**src/rtl/score_collision_pkg.sv**
```systemverilog
// Shared constants for the collision/score stage: one-hot game states,
// screen geometry and the width of the 3-digit BCD score bus.
package score_collision_pkg;

  localparam logic [3:0] START_SCREEN = 4'b0001;
  localparam logic [3:0] IN_GAME      = 4'b0010;
  localparam logic [3:0] PAUSE        = 4'b0100;
  localparam logic [3:0] END_SCREEN   = 4'b1000;

  localparam int SCREEN_H = 480;
  localparam int SCREEN_W = 640;
  localparam int BCD_W    = 12;

endpackage

```
**src/rtl/score_collision_bcd_counter3.sv**
```systemverilog
// Three-digit BCD up-counter that adds 1 or 2 per enable and saturates at 999.
module score_collision_bcd_counter3
  import score_collision_pkg::*;
(
  input  logic             clk,
  input  logic             rst,
  input  logic             clear,
  input  logic             inc1,
  input  logic             inc2,
  output logic [BCD_W-1:0] count
);

  logic [3:0]       amt;
  logic [4:0]       s0, s1, s2;
  logic [4:0]       s0_adj;
  logic             c0, c1, c2;
  logic [3:0]       n0, n1, n2;
  logic [BCD_W-1:0] count_next;

  always_comb begin
    amt    = inc2 ? 4'd2 : 4'd1;
    s0     = {1'b0, count[3:0]} + {1'b0, amt};
    s0_adj = s0 - 5'd10;
    c0     = (s0 > 5'd9);
    n0     = c0 ? s0_adj[3:0] : s0[3:0];
    s1     = {1'b0, count[7:4]} + {4'b0000, c0};
    c1     = (s1 > 5'd9);
    n1     = c1 ? 4'd0 : s1[3:0];
    s2     = {1'b0, count[11:8]} + {4'b0000, c1};
    c2     = (s2 > 5'd9);
    n2     = c2 ? 4'd0 : s2[3:0];
    // A carry out of the hundreds digit means the sum passed 999.
    count_next = c2 ? 12'h999 : {n2, n1, n0};
  end

  always_ff @(posedge clk) begin
    if (rst || clear) begin
      count <= '0;
    end else if (inc1 || inc2) begin
      count <= count_next;
    end
  end

endmodule

```
**src/rtl/score_collision.sv**
```systemverilog
// Bird-vs-world collision detection with a one-shot collision pulse, sticky
// hit flag, pipe-pass scoring in BCD and a high score latched on game end.
module score_collision #(
  parameter int BIRD_SIZE_X = 34,
  parameter int BIRD_SIZE_Y = 24,
  parameter int BIRD_X      = 100,
  parameter int PIPE_WIDTH  = 52,
  parameter int PIPE_GAP    = 120,
  parameter int SCREEN_H    = score_collision_pkg::SCREEN_H
) (
  input  logic               GAME_clk,
  input  logic               rst,
  input  logic [3:0]         game_state,
  input  logic signed [31:0] birdY,
  input  logic signed [31:0] pipe0X,
  input  logic signed [31:0] pipe1X,
  input  logic signed [31:0] pipe0GapY,
  input  logic signed [31:0] pipe1GapY,
  output logic               collision,
  output logic               hit,
  output logic [11:0]        score,
  output logic [11:0]        high_score
);
  import score_collision_pkg::*;

  logic signed [31:0] bird_bottom;
  logic               wall_hit, pipe0_hit, pipe1_hit, hit_now, in_game;
  logic               wrap0, wrap1, pass0, pass1;
  logic               passed0, passed1;
  logic [3:0]         prev_state;

  function automatic logic pipe_hit(input logic signed [31:0] px,
                                    input logic signed [31:0] gy,
                                    input logic signed [31:0] by);
    logic x_ov, y_ov;
    x_ov = (BIRD_X + BIRD_SIZE_X > px) && (BIRD_X < px + PIPE_WIDTH);
    y_ov = (by < gy) || (by + BIRD_SIZE_Y > gy + PIPE_GAP);
    return x_ov && y_ov;
  endfunction

  assign bird_bottom = birdY + BIRD_SIZE_Y;
  assign in_game     = (game_state == IN_GAME);
  assign wall_hit    = (birdY < 0) || (bird_bottom >= SCREEN_H);
  assign pipe0_hit   = pipe_hit(pipe0X, pipe0GapY, birdY);
  assign pipe1_hit   = pipe_hit(pipe1X, pipe1GapY, birdY);
  assign hit_now     = in_game && (wall_hit || pipe0_hit || pipe1_hit);

  // A pipe is re-armed for scoring once it is back right of the bird's left edge.
  assign wrap0 = (pipe0X + PIPE_WIDTH >= BIRD_X);
  assign wrap1 = (pipe1X + PIPE_WIDTH >= BIRD_X);
  assign pass0 = !passed0 && !wrap0 && in_game && !hit && !hit_now;
  assign pass1 = !passed1 && !wrap1 && in_game && !hit && !hit_now;

  score_collision_bcd_counter3 u_score (
    .clk   (GAME_clk),
    .rst   (rst),
    .clear (game_state == START_SCREEN),
    .inc1  (pass0 ^ pass1),
    .inc2  (pass0 & pass1),
    .count (score)
  );

  always_ff @(posedge GAME_clk) begin
    if (rst) begin
      collision  <= 1'b0;
      hit        <= 1'b0;
      passed0    <= 1'b0;
      passed1    <= 1'b0;
      high_score <= '0;
      prev_state <= START_SCREEN;
    end else begin
      prev_state <= game_state;
      collision  <= 1'b0;
      case (game_state)
        START_SCREEN: begin
          hit     <= 1'b0;
          passed0 <= 1'b0;
          passed1 <= 1'b0;
        end
        IN_GAME: begin
          if (hit_now && !hit) begin
            collision <= 1'b1;
            hit       <= 1'b1;
          end
          passed0 <= wrap0 ? 1'b0 : (passed0 | pass0);
          passed1 <= wrap1 ? 1'b0 : (passed1 | pass1);
        end
        END_SCREEN: begin
          if (wrap0) passed0 <= 1'b0;
          if (wrap1) passed1 <= 1'b0;
          // BCD digits order the same as binary, so a plain compare works.
          if (prev_state != END_SCREEN && score > high_score) high_score <= score;
        end
        default: ;
      endcase
    end
  end

endmodule

```
**config.mk**
```make
export PLATFORM = sky130hd
export DESIGN_NAME = score_collision
export DESIGN_NICKNAME = d
export VERILOG_FILES = /design/src/rtl/score_collision_pkg.sv /design/src/rtl/score_collision_bcd_counter3.sv /design/src/rtl/score_collision.sv
export SDC_FILE = /design/constraint.sdc
export NUM_CORES = 1
export LEC_CHECK = 0
export ABC_CLOCK_PERIOD_IN_PS = 25800
export CAP_MARGIN = 25
export CORE_MARGIN = 4
export CORE_UTILIZATION = 40
export DETAILED_ROUTE_END_ITERATION = 10
export PLACE_DENSITY = 0.68
export SYNTH_ARGS = -nofsm -noshare
export SYNTH_HDL_FRONTEND = slang
export SYNTH_SLANG_ARGS = --single-unit
export TNS_END_PERCENT = 5
```
**constraint.sdc**
```tcl
create_clock -name GAME_clk -period 25.8 [get_ports GAME_clk]
set_input_delay 6.45 -clock GAME_clk [delete_from_list [all_inputs] [get_ports GAME_clk]]
set_output_delay 6.45 -clock GAME_clk [all_outputs]
set_load 0.02 [all_outputs]
```
# --- Word level (Yosys, flattened, before mapping) ---
# Cells that the tools add are included.
totals:
  in_bits: 166
  out_inout_bits: 26
  ff_bits: 32
  elab_cells: 92
classes:
  n_eq_ne: 7
  muxes: 13
  n_bitwise: 5
  reduce_logical: 35
  n_lt_le_gt_ge: 16
  n_addsub: 9
ops:
  columns: ["op", "count"]
  rows:
  - ["$add A32 B7 Y32 const B", 2]
  - ["$add A32 B8 Y32 const B", 2]
  - ["$ge A32 B8 Y1 const B", 2]
  - ["$gt A32 B32 Y1", 2]
  - ["$gt A9 B32 Y1 const A", 2]
  - ["$lt A32 B32 Y1", 2]
  - ["$lt A8 B32 Y1 const A", 2]
  - ["$add A32 B6 Y32 const B", 1]
  - ["$ge A32 B10 Y1 const B", 1]
  - ["$lt A32 B1 Y1 const B", 1]
  - ["$gt A5 B4 Y1 const B", 3]
  - ["$logic_and A1 B1 Y1", 15]
  - ["$gt A12 B12 Y1", 1]
  - ["$mux W12", 1]
  - ["$add A4 B1 Y5", 2]
  - ["$mux W4", 2]
  - ["$reduce_and A2 Y1", 4]
  - ["$logic_or A1 B1 Y1", 7]
  - ["$logic_not A1 Y1", 6]
  - ["$mux W1", 6]
  - ["$pmux W1 S3", 2]
  - ["$add A4 B2 Y5", 1]
  - ["$eq A4 B1 Y1 const B", 1]
  - ["$eq A4 B2 Y1 const B", 1]
  - ["other kinds (14)", 16]

# --- Depth between registers and ports, before layout ---
# Gate-level depths: netlist (run 1).
logic_depth:
  word_depth: 18
  depth_mapped: 42
  depth_no_buf: 41

# --- Cells and area by module ---
# From an unflattened synthesis (run 1), not the netlist that was laid out.
hier_totals:
  hier_cells: 1028
  hier_area_um2: 7616.1
modules_own_cells:
  columns: ["mod", "area_per_inst_um2", "seq_area_each_um2", "n_inst", "cells_each"]
  rows:
  - ["score_collision", 6622.6, 400.4, 1, 900]
  - ["score_collision_bcd_counter3", 993.5, 240.2, 1, 128]

# --- Worst setup path before layout (run 1) ---
# Ideal clock, no wire load.
synth_path:
  path_kind: "input-to-reg"
  start: "input birdY[3]"
  end: "register u_score.count[6]"
  setup_time_ns: 0.122
  arrival_ns: 14.317
  t_required_ns: 25.678
  path_buffers: 1
  setup_slack_ns: 11.361
  stages: 37
  cell_sequence: "inv_1 ha_1 nand3b_1 nor3_4 nand3_1 nor4_1 xor2_1 ha_1 nand2_1 nor4_1 nand4_1 o41a_1 nand4b_1 o2111ai_2 nor4_2 nand3_1 ha_1 inv_1 fa_1 clkbuf_1 a21oi_1 nor2_1 nor3_1 ha_1 ha_1 nand2b_1 a31oi_1 a21oi_1 o21ai_0 inv_1 ha_1 ha_1 nand2b_1 a31oi_1 a211oi_1 nor3_1 o311a_1"
synth_between:
  elab_chain_len: 18
  word_cells_on_any_way: 30
  classes_between: "4 x add/sub; 9 x order compare; 3 x mux; 2 x bitwise; 12 x reduce/logical"
synth_lines:
  columns: ["element", "line_no", "text"]
  rows:
  - ["start, declared", "score_collision.sv:14", "input logic signed [31:0] birdY,"]
  - ["$add A32 B6 Y32", "score_collision.sv:37, score_collision.sv:41", null]
  - ["$gt A32 B32 Y1", "score_collision.sv:37", "y_ov = (by < gy) || (by + BIRD_SIZE_Y > gy + PIPE_GAP);"]
  - ["$logic_or A1 B1 Y1", "score_collision.sv:37", null]
  - ["$logic_and A1 B1 Y1", "score_collision.sv:38", "return x_ov && y_ov;"]
  - ["$logic_or A1 B1 Y1", "score_collision.sv:46", "assign hit_now = in_game && (wall_hit || pipe0_hit || pipe1_hit);"]
  - ["$logic_or A1 B1 Y1 (*)", "score_collision.sv:46", null]
  - ["$logic_and A1 B1 Y1 (*)", "score_collision.sv:46", null]
  - ["$logic_not A1 Y1 (*)", "score_collision.sv:51, score_collision.sv:52", null]
  - ["[... 2 more ...]", null, null]
  - ["$mux W2", "score_collision_bcd_counter3.sv:21", "amt = inc2 ? 4'd2 : 4'd1;"]
  - ["$add A4 B2 Y5", "score_collision_bcd_counter3.sv:22", "s0 = {1'b0, count[3:0]} + {1'b0, amt};"]
  - ["$gt A5 B4 Y1", "score_collision_bcd_counter3.sv:24", "c0 = (s0 > 5'd9);"]
  - ["$add A4 B1 Y5", "score_collision_bcd_counter3.sv:26", "s1 = {1'b0, count[7:4]} + {4'b0000, c0};"]
  - ["$gt A5 B4 Y1", "score_collision_bcd_counter3.sv:27", "c1 = (s1 > 5'd9);"]
  - ["$add A4 B1 Y5", "score_collision_bcd_counter3.sv:29", "s2 = {1'b0, count[11:8]} + {4'b0000, c1};"]
  - ["$gt A5 B4 Y1", "score_collision_bcd_counter3.sv:30", "c2 = (s2 > 5'd9);"]
  - ["$mux W12", "score_collision_bcd_counter3.sv:33", "count_next = c2 ? 12'h999 : {n2, n1, n0};"]
  - ["end signal, assigned", "score_collision_bcd_counter3.sv:40", "count <= count_next;"]
  - ["end, declared", "score_collision_bcd_counter3.sv:10", "output logic [BCD_W-1:0] count"]
# Every way passes the cells marked *; elsewhere a longest branch is shown, timed or not.
# A chain may end at the register's enable or synchronous reset.

# --- Worst setup path after layout (run 1) ---
# Same ends and word-level chain as after synthesis.

==> out/metrics.cfg, run 1 <==
[synthesis]
synth-edff-count = 0
synthArstFlopShare = 0
synth_top_family_by_area = simple AND/OR/NAND/NOR gates
synth_xor_area_frac = 0.106
synthFlopType = dfxtp_1
synthAdderAreaFrac = 0.241
yosysSeqAreaShare = 0.0866
yosysWarnings = 0
syn_inst = 1017
muxShareOfSynthArea = 0.0167
synthSimpleGateAreaFrac = 0.302
synth_compound_area_frac = 0.185
synthDistinctLibCells = 76
synth_nets = 1324
ys_ff_latch = 32
synth_area_per_cell_sq_um = 7.28
syn-cell-area_sq_um = 7400

[global_route]
grt_max_degree = 21
grt_pass1_wl_um = 37400
grt_overflow = 0
antenna_found_initial = 1
grt_use_total = 0.220
grt_pass1_vias = 7899

[worst_setup_path]
crit_required_ns = 25.96
regToRegSetupSlack_ns = 19.85
cp_max_fo = 10
slowest_stage = a2111oi_0
cp_common_cell = ha_1
cp_top_family = simple AND/OR/NAND/NOR gates
start_kind = input pin
crit_buf_inv = 6
arrival_ns = 15.97
setup.worst_path.end_class = register
max_stage_delay_ns = 0.73
critical_path_class = input pin to register

[clock_tree]
cts_tree = done
clkSlewWorstSetupHoldPaths_ns = 0.05
postCtsHoldBufs = 0
cts.htree.levels = 2
cts_root_buf = clkbuf_16
cts.sinks = 32
postCtsSetupRepairBufs = 0
clkLatencyLatePin_ns = 0.28
numCtsBuffers = 5
clockBufferDepth = 2
cts-resized-gates = 0

[routing]
via_per_inst = 5.70
drc_errors = 0
vias = 8147
avgRoutedWirePerCell_um = 16.5
ant_nets = 0
drtPass1Iterations = 6
drt_wl_total_um = 23600
drtIter0Drc = 595

[pwr]
power_leakage_nw = 4.02
vdd_drop_max_v = 0.0000512
p_per_area_nw_per_um2 = 22.4

[timing]
fin_tns_setup_ns = 0
drv_slew = 0
clock.fmax_ghz = 0.0633
setup_viol = 0
worst_pin_slew_ns = 0.832
hold_viol = 0
layout_min_cycle_time_ns = 15.80
max-slew-margin-rel = 0.431
post-route-period-util = 0.613
fin_skew_ns = 0.00414
grt_setup_unrepaired = no

[hold_path]
hp-class = register to register

[floorplan]
core_area_sq_um = 18100
die_h_um = 144
die_x_um = 144
rows = 49
io_pins = 192
dieArea_sq_um = 20700
initial_utilization = 0.409

[finish]
nets = 1506
final_cells = 1430
syn2layout_area_growth_pct = 30.9
drive_above_1_share = 0.0283

[flow_run]
drv_cap = 0

[placed_design]
io_buffers = 191
gp_congestion = 0.932
place_hpwl_um = 20300
place_inst = 1421

[status]
status = completed

==> through the flow <==
step	hold WS, ns	power, mW	utilization	instance area (sq um)	worst slack [ns]
after floorplan	0.531	0.108	-	7400	11.36
after global placement	0.469	0.157	0.527	9540	10.23
after detailed placement	0.469	0.158	0.527	9540	9.90
after CTS	0.490	0.218	0.536	9690	10.14
after global routing	0.537	0.232	0.536	9690	9.23
final	0.493	0.217	0.536	9690	10.0
==> area by class of cell <==
cell class,instances,area (sq um)
Inverter,100,375
Tap cell,229,287
Antenna cell,1,2.50
Multi-Input combinational cell,865,6300
Clock buffer,8,146
Fill cell,1740,8400
Sequential cell,32,641
Timing Repair Buffer,195,1940
==> placed cells by master, fill, tap and decap left out, types with 40 or more instances in the layout <==
master | Yosys | final
nand2_1 | 58 | 58
nand4_1 | 53 | 53
inv_1 | 100 | 100
nand3_1 | 62 | 62
ha_1 | 140 | 140
nor3_1 | 40 | 40
clkdlybuf4s50_1 | 0 | 191
a21oi_1 | 62 | 62
nor2_1 | 87 | 87
xnor2_1 | 77 | 77
==> worst reg2reg max path, delay by kind of cell (launching register included) <==
kind,cells,cell delay [ns]
buffers and inverters,4,0.61
flip-flops,1,0.32
AND/OR/NAND/NOR,8,1.68
adder cells (fa/ha/maj),6,1.91
AO/OA/AOI/OAI,7,1.31
==> synth_stat cells (3+ instances only) <==
cell type,n,area share
xor2_1,11,0.013
xnor2_1,77,0.091
nand2_1,58,0.029
nor3_1,40,0.027
o21ai_0,38,0.026
o41a_1,3,0.0046
or3_1,5,0.0042
and2_1,6,0.0051
nand3_1,62,0.042
o2111ai_1,5,0.0059
or2_2,3,0.0025
a2111oi_0,6,0.0071
nor2b_1,10,0.0085
o211ai_1,4,0.0041
mux2i_1,9,0.012
and3_1,13,0.011
or4_1,12,0.012
a21oi_1,62,0.042
nor2_1,87,0.044
o21a_1,4,0.0041
mux2_2,3,0.0046
o31ai_1,3,0.0030
ha_1,140,0.24
o22ai_1,4,0.0034
dfxtp_1,32,0.087
nand4_1,53,0.045
nand2b_1,16,0.014
a211o_1,3,0.0036
a211oi_1,12,0.012
and4_1,3,0.0036
buf_2,7,0.0047
a31oi_1,11,0.0093
o221ai_1,4,0.0047
clkbuf_1,10,0.0051
nor4_1,25,0.021
inv_1,100,0.051
o211a_1,4,0.0054
a21o_1,25,0.025
==> power by group <==
part / switching, mW / total [mW] / internal (mW)
combinational: 0.0547 / 0.108 / 0.0535
clock: 0.0207 / 0.0592 / 0.0384
sequential: 0.000172 / 0.0501 / 0.0499
total: 0.0756 / 0.217 / 0.142
==> metal layers <==
metal	vias up	track usage	part of all wire
met1	3747	0.279	0.44
met2	247	0.390	0.47
met5	-	0	0
met3	18	0.0400	0.072
met4	0	0.0416	0.014
li1	4135	-	-
==> path summary, 6_finish.rpt <==
path | from | end | cells past startpoint
hold reg to reg | hit | hit | 1
setup / recovery | birdY[3] | u_score.count[6] | 40
setup reg to reg | hit | u_score.count[6] | 25
hold / removal | hit | hit | 1
==> sequential cells by signal (all words and copies together) (netlist names) <==
name / count
high_score: 12
u_score.count: 12
prev_state: 4
collision: 1
hit: 1
passed0: 1
passed1: 1
==> cell families after synthesis <==
logic type	count (synthesis)
and+or+nand+nor	415
muxes	12
buffers and inverters	120
DFF	32
adders and majority gates	142
xor gates and xnor gates	89
AOI/OAI and AO/OA	207
Note: power is estimated with default switching activity, not from simulation.
==> inputs of run 2 (changes only) <==
--- a/config.mk
+++ b/config.mk
@@ -5,7 +5,7 @@
 export SDC_FILE = /design/constraint.sdc
 export NUM_CORES = 1
 export LEC_CHECK = 0
-export ABC_CLOCK_PERIOD_IN_PS = 25800
+export ABC_CLOCK_PERIOD_IN_PS = 15360
 export CAP_MARGIN = 25
 export CORE_MARGIN = 4
 export CORE_UTILIZATION = 40
==> constraint.sdc (replaced) <==
create_clock -name GAME_clk -period 15.36 [get_ports GAME_clk]
set_input_delay 3.84 -clock GAME_clk [delete_from_list [all_inputs] [get_ports GAME_clk]]
set_output_delay 3.84 -clock GAME_clk [all_outputs]
set_load 0.02 [all_outputs]
==> out/metrics.cfg, run 2 (synthesized netlist as in run 1, its figures left out) <==
[status]
status = completed

[worst_setup_path]
arrival_ns = 13.26  ; -2.71 ns
critical_path_class = input pin to register
slowest_stage = a2111oi_0
cp_common_cell = ha_1
start_kind = input pin
regToRegSetupSlack_ns = 9.43  ; -10.42 ns
crit_required_ns = 15.53  ; -10.43 ns
max_stage_delay_ns = 0.73  ; about the same
cp_max_fo = 10  ; unchanged
setup.worst_path.end_class = register

[global_route]
grt_overflow = 0  ; unchanged
grt_use_total = 0.220  ; +0.000718
grt_pass1_vias = 7773  ; -1.6%
grt_max_degree = 21  ; unchanged
grt_pass1_wl_um = 37600  ; +0.59%
antenna_found_initial = 1  ; unchanged

[floorplan]
die_x_um = 144  ; unchanged
die_h_um = 144  ; unchanged
dieArea_sq_um = 20700  ; unchanged
rows = 49  ; unchanged
io_pins = 192  ; unchanged
initial_utilization = 0.409  ; unchanged
core_area_sq_um = 18100  ; unchanged

[clock_tree]
clockBufferDepth = 2  ; unchanged
postCtsHoldBufs = 0  ; unchanged
cts.sinks = 32  ; unchanged
cts_tree = done
clkLatencyLatePin_ns = 0.28  ; about the same
cts.htree.levels = 2  ; unchanged
cts_root_buf = clkbuf_16
postCtsSetupRepairBufs = 0  ; unchanged
numCtsBuffers = 5  ; unchanged
clkSlewWorstSetupHoldPaths_ns = 0.05  ; about the same
cts-resized-gates = 0  ; unchanged

[pwr]
power_leakage_nw = 4.03  ; +0.22%
p_per_area_nw_per_um2 = 39.0  ; +74%
vdd_drop_max_v = 0.0000524  ; +2.4%

[finish]
seq_area_sq_um = 641  ; unchanged
fin_util = 0.537  ; +0.00118
top_regs = high_score (12), u_score.count (12), prev_state (4)
final_cells = 1430  ; unchanged
fin_area_sq_um = 9710  ; +0.22%
fillCellCount = 1731  ; -0.52%
layout_common_cells = 191 x clkdlybuf4s50_1, 140 x ha_1, 100 x inv_1, 87 x nor2_1, 77 x xnor2_1
multi_input_area_sq_um = 6300  ; unchanged
drive_above_1_share = 0.0300  ; +0.00167
final_common_cell = clkdlybuf4s50_1
syn2layout_area_growth_pct = 31.2
nets = 1506  ; unchanged

[placed_design]
dpl_cell_area_sq_um = 9540  ; unchanged
io_buffers = 191  ; unchanged
gp_congestion = 0.942  ; +1.1%
place_hpwl_um = 20200  ; -0.65%
place_inst = 1421  ; unchanged

[timing]
drv_slew = 0  ; unchanged
fin_tns_setup_ns = 0  ; unchanged
max-slew-margin-rel = 0.420  ; -0.0106
post-route-period-util = 0.853
layout_min_cycle_time_ns = 13.10
worst_pin_slew_ns = 0.863  ; +0.0308 ns
clock.fmax_ghz = 0.0764
fin_skew_ns = 0.00293  ; -0.00120 ns
hold_viol = 0  ; unchanged
grt_setup_unrepaired = no
setup_viol = 0  ; unchanged

[routing]
ant_nets = 0  ; unchanged
avgRoutedWirePerCell_um = 16.5  ; about the same
drc_errors = 0  ; unchanged
drtIter0Drc = 616  ; +3.5%
drt_wl_total_um = 23600  ; about the same
vias = 8167  ; +0.25%
via_per_inst = 5.71  ; +0.25%
drtPass1Iterations = 5  ; -1

[flow_run]
drv_cap = 0  ; unchanged

[hold_path]
hp-class = register to register

==> run 2: changes by cell type in the layout (fill, tap and decap cells not counted), sizes merged <==
cell,before,now
clkinv,0,1
clkinvlp,0,1
bufinv,0,1
clkbuf,8,5
==> run 2: worst paths after layout <==
path / start / end / depth (start not counted)
max: birdY[3] / u_score.count[6] / 40
min: hit / hit / 1
max reg2reg: hit / u_score.count[6] / 25
min reg2reg: hit / hit / 1
==> run 2: cell type report <==
type | instances | area share
flip-flops and latches | 32 | 0.0660
diodes | 1 | 0.000258
well taps | 229 | 0.0295
repair buffers | 195 | 0.200
multi-input cells | 865 | 0.648
clock inverters | 3 | 0.00438
inverters | 100 | 0.0387
clock buffers | 5 | 0.0129
==> run 2: power by group <==
part           switching, mW  total [mW]  internal [mW]
Sequential          0.000299      0.0841         0.0838
Clock                 0.0371       0.113         0.0761
Combinational         0.0918       0.182         0.0897
==> run 2: per-stage QoR <==
| step | hold WS (ns) | setup slack, ns | total power [mW] |
|---|---|---|---|
| floorplan | 0.531 | 3.53 | 0.182 |
| global placement | 0.470 | 2.39 | 0.264 |
| detailed placement | 0.489 | 2.06 | 0.266 |
| CTS | 0.507 | 2.31 | 0.379 |
| global route | 0.525 | 1.35 | 0.404 |
| finish | 0.508 | 2.26 | 0.379 |
==> run 2: metal layers <==
metal	part of all wire	GRT usage
met3	0.072	0.0341
met4	0.021	0.0550
met5	0	0
met2	0.46	0.381
met1	0.45	0.287
==> run 2: worst max-delay path, delay by kind of cell <==
kind | cells | cell delay, ns
AO/OA/AOI/OAI | 8 | 2.06
buffers and inverters | 6 | 1.37
AND/OR/NAND/NOR | 17 | 3.28
adder cells (fa/ha/maj) | 8 | 2.50
XOR/XNOR | 1 | 0.20
==> inputs of run 3 (changes only) <==
--- a/config.mk
+++ b/config.mk
@@ -9,6 +9,7 @@
 export CAP_MARGIN = 25
 export CORE_MARGIN = 4
 export CORE_UTILIZATION = 40
+export CTS_CLUSTER_SIZE = 24
 export DETAILED_ROUTE_END_ITERATION = 10
 export PLACE_DENSITY = 0.68
 export SYNTH_ARGS = -nofsm -noshare
==> results of run 3 <==
Same layout as run 2: the final DEF is identical, and so are final timing and power.
